### src/rtl/pynq_key_pkg.sv
// rtl/pynq_key_pkg.sv - shared key front-end defaults and per-key FSM encoding
package pynq_key_pkg;

   localparam int DEF_N_KEYS            = 3;
   localparam int DEF_DEBOUNCE_CYCLES   = 2_500_000;
   localparam int DEF_LONG_PRESS_CYCLES = 125_000_000;
   localparam int DEF_CNT_W             = 27;

   typedef enum logic [1:0] {
      IDLE         = 2'd0,
      PRESS_WAIT   = 2'd1,
      PRESSED      = 2'd2,
      RELEASE_WAIT = 2'd3
   } key_state_t;

endpackage

### src/rtl/btn_debounce_edge_if.sv
// rtl/btn_debounce_edge_if.sv - raw pads in, debounced level and event pulses out
interface btn_debounce_edge_if
   import pynq_key_pkg::*;
#(
   parameter int N_KEYS = DEF_N_KEYS
);

   logic [N_KEYS-1:0] key_raw;
   logic [N_KEYS-1:0] key_level;
   logic [N_KEYS-1:0] key_press;
   logic [N_KEYS-1:0] key_release;
   logic [N_KEYS-1:0] key_long;

   modport master (
      output key_raw,
      input  key_level,
      input  key_press,
      input  key_release,
      input  key_long
   );

   modport slave (
      input  key_raw,
      output key_level,
      output key_press,
      output key_release,
      output key_long
   );

endinterface

### src/rtl/btn_debounce_edge_ch.sv
// rtl/btn_debounce_edge_ch.sv - one key: 2-FF synchroniser, debounce FSM, hold timer, pulse regs
module btn_debounce_ch
   import pynq_key_pkg::*;
#(
   parameter int DEBOUNCE_CYCLES   = DEF_DEBOUNCE_CYCLES,
   parameter int LONG_PRESS_CYCLES = DEF_LONG_PRESS_CYCLES,
   parameter int CNT_W             = DEF_CNT_W
) (
   input  logic sys_clk,
   input  logic sys_rstn,
   input  logic key_raw,
   output logic key_level,
   output logic key_press,
   output logic key_release,
   output logic key_long
);

   localparam logic [CNT_W-1:0] DB_LAST   = CNT_W'(DEBOUNCE_CYCLES - 1);
   localparam logic [CNT_W-1:0] HOLD_LAST = CNT_W'(LONG_PRESS_CYCLES - 1);
   localparam logic [CNT_W-1:0] HOLD_PRE  = CNT_W'(LONG_PRESS_CYCLES - 2);
   localparam logic [CNT_W-1:0] CNT_ONE   = CNT_W'(1);

   logic             sync_ff1;
   logic             key_sync;
   key_state_t       state;
   logic [CNT_W-1:0] db_cnt;
   logic [CNT_W-1:0] hold_cnt;

   always_ff @(posedge sys_clk or negedge sys_rstn) begin
      if (!sys_rstn) begin
         sync_ff1    <= 1'b0;
         key_sync    <= 1'b0;
         state       <= IDLE;
         db_cnt      <= '0;
         hold_cnt    <= '0;
         key_level   <= 1'b0;
         key_press   <= 1'b0;
         key_release <= 1'b0;
         key_long    <= 1'b0;
      end else begin
         sync_ff1    <= key_raw;
         key_sync    <= sync_ff1;
         key_press   <= 1'b0;
         key_release <= 1'b0;
         key_long    <= 1'b0;
         case (state)
            IDLE: begin
               if (key_sync) begin
                  state  <= PRESS_WAIT;
                  db_cnt <= '0;
               end
            end
            PRESS_WAIT: begin
               if (!key_sync) begin
                  state <= IDLE;
               end else if (db_cnt == DB_LAST) begin
                  state     <= PRESSED;
                  key_press <= 1'b1;
                  key_level <= 1'b1;
               end else begin
                  db_cnt <= db_cnt + CNT_ONE;
               end
            end
            PRESSED: begin
               if (!key_sync) begin
                  state  <= RELEASE_WAIT;
                  db_cnt <= '0;
               end else if (hold_cnt != HOLD_LAST) begin
                  // hold_cnt saturates at HOLD_LAST, so the long pulse cannot repeat
                  hold_cnt <= hold_cnt + CNT_ONE;
                  key_long <= (hold_cnt == HOLD_PRE);
               end
            end
            RELEASE_WAIT: begin
               if (key_sync) begin
                  state <= PRESSED;
               end else if (db_cnt == DB_LAST) begin
                  state       <= IDLE;
                  key_release <= 1'b1;
                  key_level   <= 1'b0;
                  hold_cnt    <= '0;
               end else begin
                  db_cnt <= db_cnt + CNT_ONE;
               end
            end
            default: state <= IDLE;
         endcase
      end
   end

endmodule

### src/rtl/btn_debounce_edge.sv
// rtl/btn_debounce_edge.sv - N_KEYS independent debounce channels behind one interface
module btn_debounce_edge
   import pynq_key_pkg::*;
#(
   parameter int N_KEYS            = DEF_N_KEYS,
   parameter int DEBOUNCE_CYCLES   = DEF_DEBOUNCE_CYCLES,
   parameter int LONG_PRESS_CYCLES = DEF_LONG_PRESS_CYCLES,
   parameter int CNT_W             = DEF_CNT_W
) (
   input  logic          sys_clk,
   input  logic          sys_rstn,
   btn_debounce_edge_if.slave bus
);

   logic [N_KEYS-1:0] level_w;
   logic [N_KEYS-1:0] press_w;
   logic [N_KEYS-1:0] release_w;
   logic [N_KEYS-1:0] long_w;

   for (genvar i = 0; i < N_KEYS; i++) begin : g_key
      btn_debounce_ch #(
         .DEBOUNCE_CYCLES   (DEBOUNCE_CYCLES),
         .LONG_PRESS_CYCLES (LONG_PRESS_CYCLES),
         .CNT_W             (CNT_W)
      ) u_ch (
         .sys_clk     (sys_clk),
         .sys_rstn    (sys_rstn),
         .key_raw     (bus.key_raw[i]),
         .key_level   (level_w[i]),
         .key_press   (press_w[i]),
         .key_release (release_w[i]),
         .key_long    (long_w[i])
      );
   end

   assign bus.key_level   = level_w;
   assign bus.key_press   = press_w;
   assign bus.key_release = release_w;
   assign bus.key_long    = long_w;

endmodule

### src/flat_wrapper.sv
// flat-port wrapper written by rule: the top's interface ports become plain ports
module btn_debounce_edge_flat import pynq_key_pkg::*;
#(
   parameter int N_KEYS            = DEF_N_KEYS,
   parameter int DEBOUNCE_CYCLES   = DEF_DEBOUNCE_CYCLES,
   parameter int LONG_PRESS_CYCLES = DEF_LONG_PRESS_CYCLES,
   parameter int CNT_W             = DEF_CNT_W
)
  (sys_clk, sys_rstn, bus_key_raw, bus_key_level, bus_key_press, bus_key_release, bus_key_long);
  btn_debounce_edge_if #(.N_KEYS(N_KEYS)) bus_i ();
  input  logic sys_clk;
  input  logic sys_rstn;
  input wire logic [$bits(bus_i.key_raw)-1:0] bus_key_raw;
  output wire logic [$bits(bus_i.key_level)-1:0] bus_key_level;
  output wire logic [$bits(bus_i.key_press)-1:0] bus_key_press;
  output wire logic [$bits(bus_i.key_release)-1:0] bus_key_release;
  output wire logic [$bits(bus_i.key_long)-1:0] bus_key_long;
  assign bus_i.key_raw = bus_key_raw;
  assign bus_key_level = bus_i.key_level;
  assign bus_key_press = bus_i.key_press;
  assign bus_key_release = bus_i.key_release;
  assign bus_key_long = bus_i.key_long;
  btn_debounce_edge #(.N_KEYS(N_KEYS), .DEBOUNCE_CYCLES(DEBOUNCE_CYCLES), .LONG_PRESS_CYCLES(LONG_PRESS_CYCLES), .CNT_W(CNT_W)) u_core (.sys_clk(sys_clk), .sys_rstn(sys_rstn), .bus(bus_i));
endmodule
### config.mk
export PLATFORM = sky130hd
export DESIGN_NAME = btn_debounce_edge_flat
export DESIGN_NICKNAME = d
export VERILOG_FILES = /design/src/rtl/pynq_key_pkg.sv /design/src/rtl/btn_debounce_edge_if.sv /design/src/rtl/btn_debounce_edge_ch.sv /design/src/rtl/btn_debounce_edge.sv /design/src/flat_wrapper.sv
export SDC_FILE = /design/constraint.sdc
export NUM_CORES = 1
export LEC_CHECK = 0
export ABC_AREA = 0
export BUFFER_PORTS_ARGS = -buffer_cell sky130_fd_sc_hd__buf_2
export CORE_MARGIN = 4
export CORE_UTILIZATION = 45
export CTS_CLUSTER_DIAMETER = 40
export DETAILED_ROUTE_END_ITERATION = 8
export PLACE_DENSITY = 0.6
export RECOVER_POWER = 100
export SLEW_MARGIN = 20
export SYNTH_ARGS = -nofsm -noshare
export SYNTH_HDL_FRONTEND = slang
export SYNTH_SLANG_ARGS = --single-unit
### constraint.sdc
create_clock -name sys_clk -period 3.95 [get_ports sys_clk]
set_clock_uncertainty 0.15 [all_clocks]
set_input_delay 0.5925 -clock sys_clk [delete_from_list [all_inputs] [get_ports sys_clk]]
set_output_delay 0.5925 -clock sys_clk [all_outputs]
set_load 0.01 [all_outputs]
==> results of run 1 <==
kinds of logic (layout without fill, tap and decap cells):
| group | Yosys count | after routing | synth area share |
|---|---|---|---|
| AND/OR/NAND/NOR | 586 | 586 | 0.3035 |
| AO/OA/AOI/OAI | 281 | 281 | 0.1777 |
| flip-flops | 186 | 186 | 0.4377 |
| buffers and inverters | 104 | 98 | 0.04283 |
| XOR/XNOR | 29 | 29 | 0.02389 |
| adder cells (fa/ha/maj) | 9 | 9 | 0.01059 |
| multiplexers | 4 | 4 | 0.003766 |
metal layers:
layer / GRT usage / vias to the layer above
li1: - / 4506
met3: 0.03045 / 22
met1: 0.2674 / 4378
met2: 0.3118 / 175
met5: 0 / -
met4: 0.04152 / 0
cell usage in the layout, fill, tap and decap left out, types with 11 or more instances in the layout:
| cell | netlist | routed |
|---|---|---|
| xnor2_1 | 21 | 21 |
| o31ai_1 | 11 | 11 |
| a21oi_1 | 61 | 61 |
| a21o_1 | 12 | 12 |
| and4_1 | 15 | 15 |
| and3_1 | 39 | 39 |
| nand3_1 | 73 | 73 |
| a211o_1 | 22 | 22 |
| o21ai_0 | 60 | 60 |
| or3_1 | 29 | 29 |
| clkbuf_1 | 50 | 20 |
| clkbuf_16 | 0 | 17 |
| a31oi_1 | 28 | 28 |
| nor3_1 | 48 | 48 |
| inv_1 | 32 | 32 |
| nor2_1 | 62 | 62 |
| nand2_1 | 137 | 137 |
| nand4_1 | 47 | 47 |
| or4_1 | 30 | 32 |
| nor4_1 | 36 | 36 |
| dfrtp_1 | 186 | 186 |
worst reg2reg max path, stage by stage (launching register included):
cell,delay (ps)
dfrtp_1,420
ha_1,230
nand3_1,240
or4_1,660
or4_1,700
and2_0,480
a211o_2,430
synth_stat cells (15+ instances only):
master | count | area [µm²]
a211o_1 | 22 | 192.7
a21oi_1 | 61 | 305.3
a31oi_1 | 28 | 175.2
and3_1 | 39 | 244.0
and4_1 | 15 | 131.4
clkbuf_1 | 50 | 187.7
dfrtp_1 | 186 | 4654
inv_1 | 32 | 120.1
nand2_1 | 137 | 514.2
nand3_1 | 73 | 365.4
nand4_1 | 47 | 294.0
nor2_1 | 62 | 232.7
nor3_1 | 48 | 240.2
nor4_1 | 36 | 225.2
o21ai_0 | 60 | 300.3
or3_1 | 29 | 181.4
or4_1 | 30 | 225.2
xnor2_1 | 21 | 183.9
final cells by class:
type / count / share of cell area
multi-input cells: 909 / 0.4820
flip-flops and latches: 186 / 0.4070
clock buffers: 21 / 0.04113
well taps: 313 / 0.03424
repair buffers: 32 / 0.01477
inverters: 34 / 0.01116
clock inverters: 11 / 0.009736
metrics by stage:
stage / area, µm² / setup slack (ps) / utilization / total power [µW] / hold slack [ps]
2_1_floorplan: 10630 / 1071 / - / 2051 / 146.9
3_3_place_gp: 10920 / 863.3 / 0.4764 / 2120 / 183.7
3_5_place_dp: 10920 / 790.8 / 0.4764 / 2124 / 185.5
4_1_cts: 11500 / 787.9 / 0.5018 / 3834 / 95.99
5_1_grt: 11440 / 354.7 / 0.4991 / 3930 / 93.33
6_report: 11440 / 528.8 / 0.4991 / 3787 / 115.0
how the worst min path moves through the flow:
stage	startpoint	to	slack, ps	cells past startpoint
floorplan	sys_rstn	asynchronous set/reset pin	150	0
global placement	u_core.g_key[1].u_ch.sync_ff1	u_core.g_key[1].u_ch.key_sync	180	0
detailed placement	u_core.g_key[1].u_ch.sync_ff1	u_core.g_key[1].u_ch.key_sync	190	0
CTS	bus_key_raw[0]	u_core.g_key[0].u_ch.sync_ff1	100	1
global route	bus_key_raw[0]	u_core.g_key[0].u_ch.sync_ff1	90	1
finish	bus_key_raw[0]	u_core.g_key[0].u_ch.sync_ff1	120	1
power by group through the flow:
stage	clock [µW]	combinational [µW]	sequential [µW]
global route	1820	139	1970
global placement	0	123	2000
floorplan	0	66.0	1990
CTS	1750	125	1960
detailed placement	0	125	2000
finish	1710	118	1960
flip-flops by register name, summed over array words and instances, names as in the netlist, named ones only:
name and count:
u_core.g_key.u_ch.db_cnt 81, u_core.g_key.u_ch.hold_cnt 81, u_core.g_key.u_ch.key_level 3, u_core.g_key.u_ch.key_long 3
u_core.g_key.u_ch.key_press 3, u_core.g_key.u_ch.key_release 3, u_core.g_key.u_ch.key_sync 3, u_core.g_key.u_ch.state 3
u_core.g_key.u_ch.sync_ff1 3
==> qor.yml, run 1 <==
routed_via_density: 6.030
cts_htree_levels: 4
dp_cells: 1474
grt_max_degree: 96
relSlewSlack: -0.6367
crit_path_top_delay_cell: "or4_1"
path_cells: "ha_1, nand3_1, or4_1, or4_1, and2_0, a211o_2"
period_minus_slack_ps: 3421
dieWidth_um: 161.7
first_iter_violations: 648
cts_sinks: 186
cp-endpoint: "u_core.g_key[1].u_ch.hold_cnt[2]"
postCtsHoldBufs: 0
worstSetupPathType: "reg2reg"
cp-startpoint: "u_core.g_key[1].u_ch.db_cnt[0]"
grt_overflow: 0
clk_path_buf_depth: 2
highest_layer: "met4"
syn_area_per_cell_um2: 8.868
synth.cell_area_um2: 10630
postSynthCellCount: 1199
layout-drive-gt1-share: 0.06203
wl_per_cell_um: 16.34
vdd_ir_drop_max_mv: 0.2408
seq_power_share: 0.518
regArea_um2: 4654
ys.flop_type: "dfrtp_1"
wl_met2_mm: 11.51
start_util: 0.4640
post_cts_buffers: 0
tns_ps: 0
async_flop_share: 1.000
path_depth: 6
violations: "capacitance limit, slew limit"
vias: 9081
tritoncts: "yes"
critical_path_required_ps: 4120
p_leak_uw: 0.004854
wirelength_mm: 24.61
insertion_delay_ps: 430
clock_power_share: 0.451
hpwl_mm: 16.49
dr.pass1.iters: 5
place.gp.congestion: 0.8327
cpMostUsedCell: "or4_1"
cp_max_fo: 12
wl_met1_mm: 12.02
rsz0062_at_grt: "false"
hold_path_class: "in2reg"
cp.arrival_ps: 3590
ys_seq_area_frac: 0.4378
reg2regPathDepth: 6
drc: 0
area_growth_pct: 7.566
syn-num-nets: 1213
switchingPower_uw: 899.3
antenna_found_initial: 0
nets: 1194
setup_viol: 0
grtUsageTotal: 0.1897
clockRootBuffer: "clkbuf_16"
wl_met3_um: 832
max_freq_mhz: 292.3
io_pins: 17
internal-power_uw: 2888
multiInputGateArea_um2: 5513
critPathMaxStageDelay_ps: 700
die_area_um2: 26150
end_kind: "flip-flop"
path_buf_inv: 0
tightest_slew_ps: 2455
start_kind: "flip-flop"
comb_power_share: 0.031
clkSlewWorstSetupHoldPaths_ps: 70
fin_cells: 1506
rrSetupSlack_ps: 530
cts_buffers: 17
n_fill_cell: 2161
drv_cap: 1
grt_pass1_wl_mm: 42.37
path_delay_family: "simple AND/OR/NAND/NOR gates"
yosysWarnings: 0
p_sw_frac: 0.2375
finalCritPeriodShare: 0.8661
core_region_area_um2: 22920
antenna_cells: 0
grt_pass1_vias: 8574
cts-resized-gates: 0
synth.distinct_cells: 73
outcome: "finished, violations left"
synth_edf_count: 0
io_buffers: 16
fp-row-count: 55
power.density_nw_per_um2: 331.1
finalMaxSlewViolations: 95
regToRegEndpoint: "u_core.g_key[1].u_ch.hold_cnt[2]"
hold_viol_final: 0
ant_nets: 0
die_h_um: 161.7
synth-seq-cells: 186
r2r-start: "u_core.g_key[1].u_ch.db_cnt[0]"
(Power assumes the default switching activity.)
==> run 2: changes to the inputs <==
RECOVER_POWER = default   (was 100)
clock period = 4.1 ns   (was 3.95 ns; I/O delays follow)
==> run 2 against run 1 <==
The run now ends clean. Hold slack worse by 23 ps. Non-clock buffer count grew 1. Clock power fell by 5%. First-iteration DRC count grew 15%.
==> qor.yml, run 2 (synthesized netlist as in run 1, its figures left out) <==
io_buffers: 16
cts-resized-gates: 0
grt_overflow: 0
cts_buffers: 17
clkSlewWorstSetupHoldPaths_ps: 70
routed_via_density: 6.075
period_minus_slack_ps: 3169
cts_sinks: 186
setup_viol: 0
io_pins: 17
outcome: "finished clean"
tritoncts: "yes"
cp_max_fo: 26
clockRootBuffer: "clkbuf_16"
first_iter_violations: 746
critical_path_required_ps: 4270
worstSetupPathType: "reg2reg"
power.density_nw_per_um2: 315.8
critPathMaxStageDelay_ps: 680
dieWidth_um: 161.7
wl_per_cell_um: 16.59
top_regs: "u_core.g_key.u_ch.db_cnt (81), u_core.g_key.u_ch.hold_cnt (81)"
start_util: 0.4640
finalMaxSlewViolations: 0
hold_viol_final: 0
drc: 0
area_growth_pct: 8.025
fp-row-count: 55
die_h_um: 161.7
core_region_area_um2: 22920
clk_path_buf_depth: 2
multiInputGateArea_um2: 5525
start_kind: "flip-flop"
vdd_ir_drop_max_mv: 0.1979
vias: 9143
n_fill_cell: 2185
antenna_found_initial: 0
end_kind: "flip-flop"
relSlewSlack: 0.3696
rsz0062_at_grt: "false"
die_area_um2: 26150
place.gp.congestion: 0.8499
insertion_delay_ps: 430
finalCritPeriodShare: 0.7728
dp_cells: 1475
path_buf_inv: 1
hpwl_mm: 16.59
grtUsageTotal: 0.1948
grt_pass1_vias: 8620
dr.pass1.iters: 6
grt_pass1_wl_mm: 43.05
layout-drive-gt1-share: 0.08221
drv_cap: 0
postCtsHoldBufs: 0
fin_cells: 1505
path_delay_family: "simple AND/OR/NAND/NOR gates"
final_common_cell: "dfrtp_1"
hold_path_class: "in2async"
nets: 1195
p_leak_uw: 0.004949
crit_path_top_delay_cell: "or4b_2"
grt_max_degree: 94
antenna_cells: 0
regArea_um2: 4654
wirelength_mm: 24.97
max_freq_mhz: 315.6
final_cell_mix: "dfrtp_1 (186), nand2_1 (137), nand3_1 (73)"
path_cells: "or4b_2, nor4_1, a31o_2, buf_4, nor4_1, a311o_1"
cts_htree_levels: 4
cp.arrival_ps: 3340
r2r-start: "u_core.g_key[2].u_ch.db_cnt[22]"
cpMostUsedCell: "nor4_1"
ant_nets: 0
cp-startpoint: "u_core.g_key[2].u_ch.db_cnt[22]"
post_cts_buffers: 0
tightest_slew_ps: 936.9
tns_ps: 0
[run 2: stage by stage]
step                      worst slack, ps  instance area [µm²]  power (µW)    util  hold slack, ps
after floorplan                      1221                10630        1976       -           169.4
after global placement               1047                10920        2041  0.4763           186.5
after detailed placement            975.4                10920        2044  0.4763           189.6
after CTS                           963.2                11490        3687  0.5012           109.3
after global routing                706.0                11490        3771  0.5012           110.2
final                               931.4                11490        3627  0.5012           91.70
[run 2: layout make-up]
type,count,share of cell area
multi-input combinational,909,0.4810
inverter,34,0.01111
clock inverter,9,0.007843
clock buffer,21,0.04183
sequential,186,0.4052
timing repair buffer,33,0.01885
tap,313,0.03410
[run 2: power breakdown]
part	total (µW)	internal [µW]	switching (µW)
registers	1890	1860	31.5
logic	117	30.7	86.1
clock network	1620	899	723
total	3630	2790	841
[run 2: path summary, 6_finish.rpt]
kind,slack (ps),to,cells after the start
min in group sys_clk,130,u_core.g_key[0].u_ch.sync_ff1,1
setup / recovery,930,u_core.g_key[2].u_ch.db_cnt[12],6
setup reg to reg,930,u_core.g_key[2].u_ch.db_cnt[12],6
max in group asynchronous,2710,u_core.g_key[1].u_ch.db_cnt[14],2
hold reg to reg,200,u_core.g_key[1].u_ch.key_sync,0
hold / removal,90,u_core.g_key[0].u_ch.hold_cnt[0],1
[run 2: layer usage]
layer	track usage	up-vias	part of all wire
met5	0	-	0
li1	-	4489	-
met3	0.03426	15	0.030
met2	0.3191	174	0.48
met1	0.2739	4465	0.49
met4	0.04152	0	0.0083
